**src/rtl/enigma_ctrl.sv**
```systemverilog
// Character-stream controller for a chain of rotor stages: loads settings,
// routes each letter through the stages in encode or decode order and steps the rotors.
module enigma_ctrl #(
    parameter int N_STAGES = 3,
    parameter int TIMEOUT  = 64
) (
    input  logic                  clk,
    input  logic                  reset_n,
    input  logic                  cfg_set,
    input  logic                  cfg_dec,
    input  logic                  in_valid,
    output logic                  in_ready,
    input  logic [7:0]            in_data,
    output logic                  out_valid,
    input  logic                  out_ready,
    output logic [7:0]            out_data,
    output logic                  out_err,
    output logic                  busy,
    output logic [N_STAGES-1:0]   rot_set,
    output logic                  rot_dec,
    output logic [N_STAGES-1:0]   rot_valid,
    output logic [7:0]            rot_din,
    output logic [N_STAGES-1:0]   rot_en,
    input  logic [8*N_STAGES-1:0] rot_dout,
    input  logic [N_STAGES-1:0]   rot_done
);

    typedef enum logic [2:0] {
        S_IDLE  = 3'd0,
        S_CFG   = 3'd1,
        S_ISSUE = 3'd2,
        S_WAIT  = 3'd3,
        S_STEP  = 3'd4,
        S_OUT   = 3'd5
    } state_t;

    localparam int             IW       = (N_STAGES > 1) ? $clog2(N_STAGES) : 1;
    localparam logic [IW-1:0]  IDX_LAST = IW'(N_STAGES - 1);
    localparam logic [7:0]     TMO_LAST = 8'(TIMEOUT - 1);

    function automatic logic is_upper(input logic [7:0] c);
        return (c >= 8'd65) && (c <= 8'd90);
    endfunction

    state_t                    state_r;
    state_t                    state_nxt_s;
    logic [7:0]                cur_r;
    logic [IW-1:0]             idx_r;
    logic [7:0]                wait_cnt_r;
    logic [N_STAGES-1:0][4:0]  sc_r;
    logic                      dec_r;
    logic [7:0]                out_data_r;
    logic                      out_err_r;
    logic                      done_s;
    logic [7:0]                dout_sel_s;
    logic                      last_s;
    logic [IW-1:0]             idx_nxt_s;
    logic [N_STAGES-1:0]       carry_s;

    // Select the result and done flag of the stage currently being served
    always_comb begin
        done_s     = 1'b0;
        dout_sel_s = 8'h00;
        for (int k = 0; k < N_STAGES; k++) begin
            if (idx_r == IW'(k)) begin
                done_s     = rot_done[k];
                dout_sel_s = rot_dout[8*k +: 8];
            end else begin
                done_s     = done_s;
                dout_sel_s = dout_sel_s;
            end
        end
    end

    // Stage sequencing: decode walks the chain backwards
    always_comb begin
        if (dec_r) begin
            last_s    = (idx_r == {IW{1'b0}});
            idx_nxt_s = idx_r - {{(IW-1){1'b0}}, 1'b1};
        end else begin
            last_s    = (idx_r == IDX_LAST);
            idx_nxt_s = idx_r + {{(IW-1){1'b0}}, 1'b1};
        end
    end

    // Odometer carry: stage k steps only when every lower stage sits at 25
    always_comb begin
        carry_s = {N_STAGES{1'b0}};
        for (int k = 0; k < N_STAGES; k++) begin
            carry_s[k] = 1'b1;
            for (int j = 0; j < k; j++) begin
                carry_s[k] = carry_s[k] & (sc_r[j] == 5'd25);
            end
        end
    end

    // State register
    always_ff @(posedge clk or negedge reset_n) begin
        if (!reset_n) begin
            state_r <= S_IDLE;
        end else begin
            state_r <= state_nxt_s;
        end
    end

    // Next-state logic
    always_comb begin
        state_nxt_s = state_r;
        case (state_r)
            S_IDLE: begin
                if (cfg_set) begin
                    state_nxt_s = S_CFG;
                end else if (in_valid) begin
                    state_nxt_s = is_upper(in_data) ? S_ISSUE : S_OUT;
                end else begin
                    state_nxt_s = S_IDLE;
                end
            end
            S_CFG:   state_nxt_s = S_IDLE;
            S_ISSUE: state_nxt_s = S_WAIT;
            S_WAIT: begin
                if (done_s) begin
                    state_nxt_s = last_s ? S_STEP : S_ISSUE;
                end else if (wait_cnt_r == TMO_LAST) begin
                    state_nxt_s = S_OUT;
                end else begin
                    state_nxt_s = S_WAIT;
                end
            end
            S_STEP:  state_nxt_s = S_OUT;
            S_OUT: begin
                if (out_ready) begin
                    state_nxt_s = S_IDLE;
                end else begin
                    state_nxt_s = S_OUT;
                end
            end
            default: state_nxt_s = S_IDLE;
        endcase
    end

    // Output decode: strobes are Moore outputs of the one-cycle states
    always_comb begin
        in_ready  = 1'b0;
        busy      = 1'b1;
        out_valid = 1'b0;
        rot_set   = {N_STAGES{1'b0}};
        rot_valid = {N_STAGES{1'b0}};
        rot_en    = {N_STAGES{1'b0}};
        rot_din   = 8'h00;
        case (state_r)
            S_IDLE: begin
                in_ready = 1'b1;
                busy     = 1'b0;
            end
            S_CFG:   rot_set = {N_STAGES{1'b1}};
            S_ISSUE: begin
                rot_valid[idx_r] = 1'b1;
                rot_din          = cur_r;
            end
            S_WAIT:  rot_din = cur_r;
            S_STEP:  rot_en = carry_s;
            S_OUT:   out_valid = 1'b1;
            default: busy = 1'b1;
        endcase
    end

    // Datapath: character, stage index, wait counter, step counters, results
    always_ff @(posedge clk or negedge reset_n) begin
        if (!reset_n) begin
            cur_r      <= 8'h00;
            idx_r      <= {IW{1'b0}};
            wait_cnt_r <= 8'd0;
            sc_r       <= '0;
            dec_r      <= 1'b0;
            out_data_r <= 8'h00;
            out_err_r  <= 1'b0;
        end else begin
            case (state_r)
                S_IDLE: begin
                    if (!cfg_set && in_valid) begin
                        cur_r <= in_data;
                        idx_r <= dec_r ? IDX_LAST : {IW{1'b0}};
                        if (!is_upper(in_data)) begin
                            out_data_r <= in_data;
                            out_err_r  <= 1'b0;
                        end
                    end
                end
                S_CFG: begin
                    dec_r <= cfg_dec;
                    sc_r  <= '0;
                end
                S_ISSUE: wait_cnt_r <= 8'd0;
                S_WAIT: begin
                    if (done_s) begin
                        cur_r <= dout_sel_s;
                        if (!last_s) begin
                            idx_r <= idx_nxt_s;
                        end
                    end else if (wait_cnt_r == TMO_LAST) begin
                        out_data_r <= 8'h3F;
                        out_err_r  <= 1'b1;
                    end else begin
                        wait_cnt_r <= wait_cnt_r + 8'd1;
                    end
                end
                S_STEP: begin
                    for (int k = 0; k < N_STAGES; k++) begin
                        if (carry_s[k]) begin
                            sc_r[k] <= (sc_r[k] == 5'd25) ? 5'd0 : sc_r[k] + 5'd1;
                        end
                    end
                    out_data_r <= cur_r;
                    out_err_r  <= 1'b0;
                end
                default: cur_r <= cur_r;
            endcase
        end
    end

    assign rot_dec  = dec_r;
    assign out_data = out_data_r;
    assign out_err  = out_err_r;

endmodule
```
**config.mk**
```make
export PLATFORM = sky130hd
export DESIGN_NAME = enigma_ctrl
export DESIGN_NICKNAME = d
export VERILOG_FILES = /design/src/rtl/enigma_ctrl.sv
export SDC_FILE = /design/constraint.sdc
export NUM_CORES = 1
export LEC_CHECK = 0
export ABC_AREA = 1
export CORE_ASPECT_RATIO = 1.1
export CORE_MARGIN = 2
export CORE_UTILIZATION = 33
export CTS_CLUSTER_DIAMETER = 150
export DETAILED_ROUTE_END_ITERATION = 10
export SLEW_MARGIN = 15
export SYNTH_ARGS = -nofsm -noshare
export SYNTH_HDL_FRONTEND = slang
export SYNTH_SLANG_ARGS = --single-unit
```
**constraint.sdc**
```tcl
create_clock -name clk -period 2.6 [get_ports clk]
set_clock_uncertainty 0.2 [all_clocks]
set_input_delay 0.52 -clock clk [delete_from_list [all_inputs] [get_ports clk]]
set_output_delay 0.52 -clock clk [all_outputs]
set_load 0.01 [all_outputs]
```
==> results of run 1 <==
## kinds of logic (layout without fill, tap and decap cells)
logic type	count (synthesis)	count (layout)	share of synthesized area [%]
adders and majority gates	9	9	4.17
and+or+nand+nor	179	179	29.3
buffers and inverters	68	144	11.0
AOI/OAI and AO/OA	73	73	15.2
DFF	41	41	38.0
xor gates and xnor gates	7	7	2.27
## area by class of cell
cell class / count / share of cell area (%)
Multi-Input combinational cell: 268 / 38.3
Sequential cell: 41 / 28.3
Timing Repair Buffer: 80 / 21.3
Inverter: 56 / 5.78
Tap cell: 108 / 3.72
Clock buffer: 6 / 2.27
Clock inverter: 2 / 0.378
## layout by cell type (no fill, tap or decap), types with 3 or more instances in the layout
| cell | Yosys | final |
|---|---|---|
| o21ai_0 | 12 | 12 |
| xor2_1 | 5 | 5 |
| nand3_1 | 36 | 35 |
| o22ai_1 | 5 | 5 |
| nand4_1 | 3 | 3 |
| a22oi_1 | 4 | 4 |
| a21oi_1 | 23 | 23 |
| clkdlybuf4s50_1 | 0 | 66 |
| inv_2 | 7 | 7 |
| inv_1 | 49 | 49 |
| nor2_1 | 28 | 28 |
| ha_1 | 9 | 8 |
| buf_4 | 4 | 10 |
| nand2_1 | 97 | 97 |
| nand2_2 | 6 | 6 |
| dfrtp_1 | 41 | 39 |
| o21ai_1 | 20 | 20 |
| clkbuf_8 | 0 | 6 |
| o21ai_2 | 5 | 5 |
## what timing repair did
action	in CTS	in global routing
endpoints found under the setup margin	9	6
gates resized for setup	2	6
buffers inserted	0	2
## state kept, by name, indices dropped and copies added (netlist names)
register    count
sc_r           10
cur_r           8
out_data        8
wait_cnt_r      8
state_r         3
idx_r           2
out_err         1
rot_dec         1
## power by group through the flow
stage	logic [mW]	clock network, mW	registers (mW)
floorplan	1.02	0	0.992
global placement	1.63	0	0.984
detailed placement	1.66	0	0.993
CTS	1.66	0.469	0.983
global route	1.89	0.500	1.01
finish	1.66	0.449	0.979
## critical path: stages (launching register included)
cell and delay, ns:
dfrtp_1 0.40, inv_1 0.08, ha_1 0.15, nand4_1 0.10, nor2_1 0.13, clkdlybuf4s50_1 0.57
## metal layers
layer,share of wire (%),wire length [µm],track usage [%],vias up
li1,-,-,-,1365
met3,5.3,390,3.29,12
met4,1.5,109,5.21,0
met2,50,3650,30.9,75
met5,0,0,0,-
met1,44,3210,22.4,1213
## worst min path at each step
| stage | startpoint | end | cells past startpoint |
|---|---|---|---|
| final | reset_n | cur_r[6]$_DFFE_PN0P_ | 2 |
| after global routing | reset_n | cur_r[6]$_DFFE_PN0P_ | 2 |
| after CTS | reset_n | cur_r[6]$_DFFE_PN0P_ | 2 |
| after detailed placement | out_data[7]$_DFFE_PN0P_ | out_data[7]$_DFFE_PN0P_ | 2 |
| after floorplan | reset_n | cur_r[0]$_DFFE_PN0P_ | 0 |
| after global placement | out_data[5]$_DFFE_PN0P_ | out_data[5]$_DFFE_PN0P_ | 2 |
==> metrics.yaml, run 1 <==
setup_path:
  start_kind: "flip-flop"
  crit_end: "rot_en[1]"
  reg2reg_to: "out_err$_DFFE_PN0P_"
  path_max_fanout: 3
  required_ns: 1.88
  critPathLaunch: "sc_r[1]$_DFFE_PN0P_"
  rr_worst_depth: 11
  r2r_start: "idx_r[0]$_DFFE_PN0P_"
  end_kind: "output port"
  crit_type: "reg -> out"
  reg2reg_slack_ns: 0.52
  arrival_ns: 1.73
floorplanning:
  pin_count: 71
  rows: 34
  die_h_um: 98.9
  die-area_um2: 8920
  start_util_pct: 34.1
  core_um2: 7910
  die_w_um: 90.2
sta:
  worst_pin_slew_ns: 0.549
  period_minus_slack_ns: 2.45
  rsz0062_at_grt: "no"
  slew_headroom_pct: 63.4
  fmax_ghz: 0.408
  setup_viol: 0
  drv_slew: 0
  fin_ws_ns: 0.148
  fin_tns_setup_ns: 0
  hold_viol: 0
  holdWs_ns: 0.0825
  finalCritPeriodShare_pct: 94.3
placed_design:
  post-place-ws_ns: 0.274
  place_area_um2: 3500
  post-dp-hpwl_mm: 5.77
  portBuffers: 70
  dp.cells: 551
  gp_congestion: 0.854
cells_and_area:
  drive_gt1_share_pct: 9.93
  areaGrowthSynthToFinish_pct: 34.8
  fillers: 854
  regArea_um2: 1030
  finalNetCount: 502
  fin_area_um2: 3640
  antenna_cells: 0
  multiInputGateArea_um2: 1390
  post-route-util_pct: 46.0
  stdcell_count: 561
synthesis:
  synth-seq-cells: 41
  syn-num-nets: 427
  yosysMostFrequentCell: "nand2_1"
  synth.largest_area_cell: "dfrtp_1"
  netlist_top_cells_area: "dfrtp_1, nand2_1, inv_1"
  synth-edff-count: 0
  synth_ff_type: "dfrtp_1"
  synth_cells: 377
  yosys.area.top_type_share_pct: 38.0
  ys_seq_area_share_pct: 38.0
  async_reset_ff_share_pct: 100
  synth_cell_types: 32
  yosysWarnings: 0
  syn-cell-area_um2: 2700
  synth_commonest_cells: "nand2_1, inv_1, dfrtp_1"
  avgSynthCellArea_um2: 7.16
clock_network:
  clk_pin_slew_ns: 0.09
  root_buffer: "clkbuf_8"
  clk_latency_ns: 0.29
  cts_tree: "done"
  cts_buffer_depth: 2
  cts_buffers: 5
  cts_hold_buf: 0
  h-tree-depth: 2
  numClockSinks: 41
power:
  power_mw: 3.09
  ir_drop_mv: 0.416
  intPower_mw: 1.74
  sequentialPowerShare_pct: 31.7
  p_clk_share_pct: 14.5
  p_sw_mw: 1.34
  p_leak_nw: 1.81
  switching_share_pct: 43.5
  p_per_area_nw_per_um2: 848
  pwr-share-comb_pct: 53.7
grt:
  grt_max_degree: 42
  grt_pass1_vias: 2633
  grt_antenna_before_repair: 0
  track_usage_pct: 17.7
  grt_pass1_wl_mm: 12.7
  gr-total-overflow: 0
routing:
  vias_per_cell: 4.75
  drt-wirelength-per-cell_um: 13.1
  ant_nets: 0
  wirelength_mm: 7.37
  drc: 0
  first_pass_iters: 4
  vias: 2665
  first_iter_violations: 164
min_path:
  min_path_type: "in -> async"
flow_run:
  max_cap_violations: 0
status:
  status: "finished, final reports clean"
Power figures use the tool's default switching activity.
==> run 2: changes to the inputs <==
--- a/config.mk
+++ b/config.mk
@@ -11,6 +11,7 @@
 export CORE_UTILIZATION = 33
 export CTS_CLUSTER_DIAMETER = 150
 export DETAILED_ROUTE_END_ITERATION = 10
+export SETUP_SLACK_MARGIN = 0.4
 export SLEW_MARGIN = 15
 export SYNTH_ARGS = -nofsm -noshare
 export SYNTH_HDL_FRONTEND = slang
==> run 2 against run 1 <==
Clock-buffer cell count unchanged; combinational power increased by 5%; critical path depth decreased by 1; final area increased by 2.2%; worst setup slack improved by 0.30 ns; routed wire length increased by 3.7%; final cell count increased by 2.0%; non-clock buffer count increased by 11; total power increased by 3.1%; sequential cell count unchanged; sequential share of layout area decreased by 0.60 points; fmax increased by 14%; highest routed layer unchanged.
==> metrics.yaml, run 2 (synthesized netlist as in run 1, its figures left out) <==
routing:
  first_pass_iters: 4
  ant_nets: 0
  vias: 2704
  drt-wirelength-per-cell_um: 13.3
  vias_per_cell: 4.73
  drc: 0
  wirelength_mm: 7.64
  first_iter_violations: 161
setup_path:
  required_ns: 1.88
  reg2reg_to: "out_err$_DFFE_PN0P_"
  r2r_start: "idx_r[0]$_DFFE_PN0P_"
  crit_type: "reg -> out"
  end_kind: "output port"
  arrival_ns: 1.43
  rr_worst_depth: 11
  reg2reg_slack_ns: 0.52
  critPathLaunch: "state_r[2]$_DFF_PN0_"
  path_max_fanout: 4
  start_kind: "flip-flop"
sta:
  fmax_ghz: 0.465
  hold_viol: 0
  slew_headroom_pct: 63.4
  rsz0062_at_grt: "yes"
  holdWs_ns: 0.0796
  worst_pin_slew_ns: 0.549
  drv_slew: 0
  setup_viol: 0
  period_minus_slack_ns: 2.15
  finalCritPeriodShare_pct: 82.7
  fin_tns_setup_ns: 0
power:
  intPower_mw: 1.77
  p_sw_mw: 1.41
  ir_drop_mv: 0.386
  p_per_area_nw_per_um2: 856
  p_leak_nw: 1.90
  pwr-share-comb_pct: 55.0
  p_clk_share_pct: 14.1
  sequentialPowerShare_pct: 30.8
  switching_share_pct: 44.5
cells_and_area:
  regArea_um2: 1030
  drive_gt1_share_pct: 16.8
  antenna_cells: 0
  layout_common_cells: "nand2_1, clkdlybuf4s50_1, inv_1"
  fillers: 851
  areaGrowthSynthToFinish_pct: 37.7
  largest_register_ffs: 10
  final_common_cell: "nand2_1"
  top_register: "sc_r"
  multiInputGateArea_um2: 1440
  finalNetCount: 513
  post-route-util_pct: 47.0
floorplanning:
  rows: 34
  die-area_um2: 8920
  start_util_pct: 34.1
  pin_count: 71
  core_um2: 7910
  die_h_um: 98.9
  die_w_um: 90.2
clock_network:
  cts_buffers: 5
  cts_tree: "done"
  clk_pin_slew_ns: 0.08
  cts_hold_buf: 0
  h-tree-depth: 2
  numClockSinks: 41
  cts_buffer_depth: 2
  root_buffer: "clkbuf_8"
  clk_latency_ns: 0.29
grt:
  grt_pass1_vias: 2699
  gr-total-overflow: 0
  grt_use_met3_pct: 3.06
  grt_util_met2_pct: 32.0
  grt_pass1_wl_mm: 13.0
  grt-busiest-layer: "met2"
  grt_antenna_before_repair: 0
  track_usage_pct: 18.0
  met1_usage_pct: 22.7
  grt_max_degree: 42
placed_design:
  portBuffers: 70
  post-dp-hpwl_mm: 5.77
  gp_congestion: 0.854
status:
  status: "finished, final reports clean"
flow_run:
  max_cap_violations: 0
min_path:
  min_path_type: "in -> async"
==> run 2: changes by cell type in the layout (fill, tap and decap cells not counted), moves of 3 or more <==
cell and change:
inv_1 -3, inv_4 +3, buf_4 +10, nor2_1 -3
clkbuf_2 +9, clkdlybuf4s50_1 -17, dlygate4sd2_1 +7
==> run 2: routing by layer <==
metal	part of all wire [%]	wire length [µm]
met1	44	3320
met2	51	3920
met3	3.6	277
met4	1.6	119
met5	0	0
==> run 2: how the worst max path moves through the flow <==
stage,end,slack [ns],cells past startpoint
6_report,out_valid,0.45,4
5_1_grt,rot_en[2],0.38,7
4_1_cts,rot_din[1],0.19,5
3_5_place_dp,out_err$_DFFE_PN0P_,0.27,10
3_3_place_gp,out_err$_DFFE_PN0P_,0.28,9
2_1_floorplan,rot_en[2],0.75,5
==> run 2: area by class of cell <==
type | count | share of cell area [%]
timing repair buffer | 91 | 21.5
clock buffer | 6 | 2.22
sequential | 41 | 27.7
tap | 108 | 3.64
inverter | 56 | 5.86
clock inverter | 2 | 0.370
multi-input combinational | 268 | 38.7
==> run 2: worst max-delay path, cell delays in order, from the launching register on <==
cell and delay (ns):
dfrtp_1 0.42, inv_4 0.07, buf_4 0.16, nor3_2 0.19, dlygate4sd2_1 0.30
==> run 2: what timing repair did <==
action / CTS / global route
pin swaps: 1 / 4
gates resized for setup: 34 / 32
setup buffers: 8 / 5
setup endpoints to repair: 20 / 34
gates cloned: 0 / 0
==> run 2: per-stage QoR <==
stage | std cells | setup slack [ns] | power (mW) | instance area (µm²)
global route | 572 | 0.377 | 3.49 | 3720
CTS | 567 | 0.189 | 3.15 | 3670
global placement | 551 | 0.276 | 2.62 | 3500
finish | 572 | 0.449 | 3.18 | 3720
detailed placement | 551 | 0.274 | 2.65 | 3500
floorplan | 377 | 0.747 | 2.01 | 2700
==> run 2: power by group through the flow <==
stage	logic, mW	clock network (mW)	registers [mW]
global route	1.97	0.500	1.01
global placement	1.63	0	0.984
floorplan	1.02	0	0.992
CTS	1.70	0.469	0.977
detailed placement	1.66	0	0.993
finish	1.75	0.449	0.981
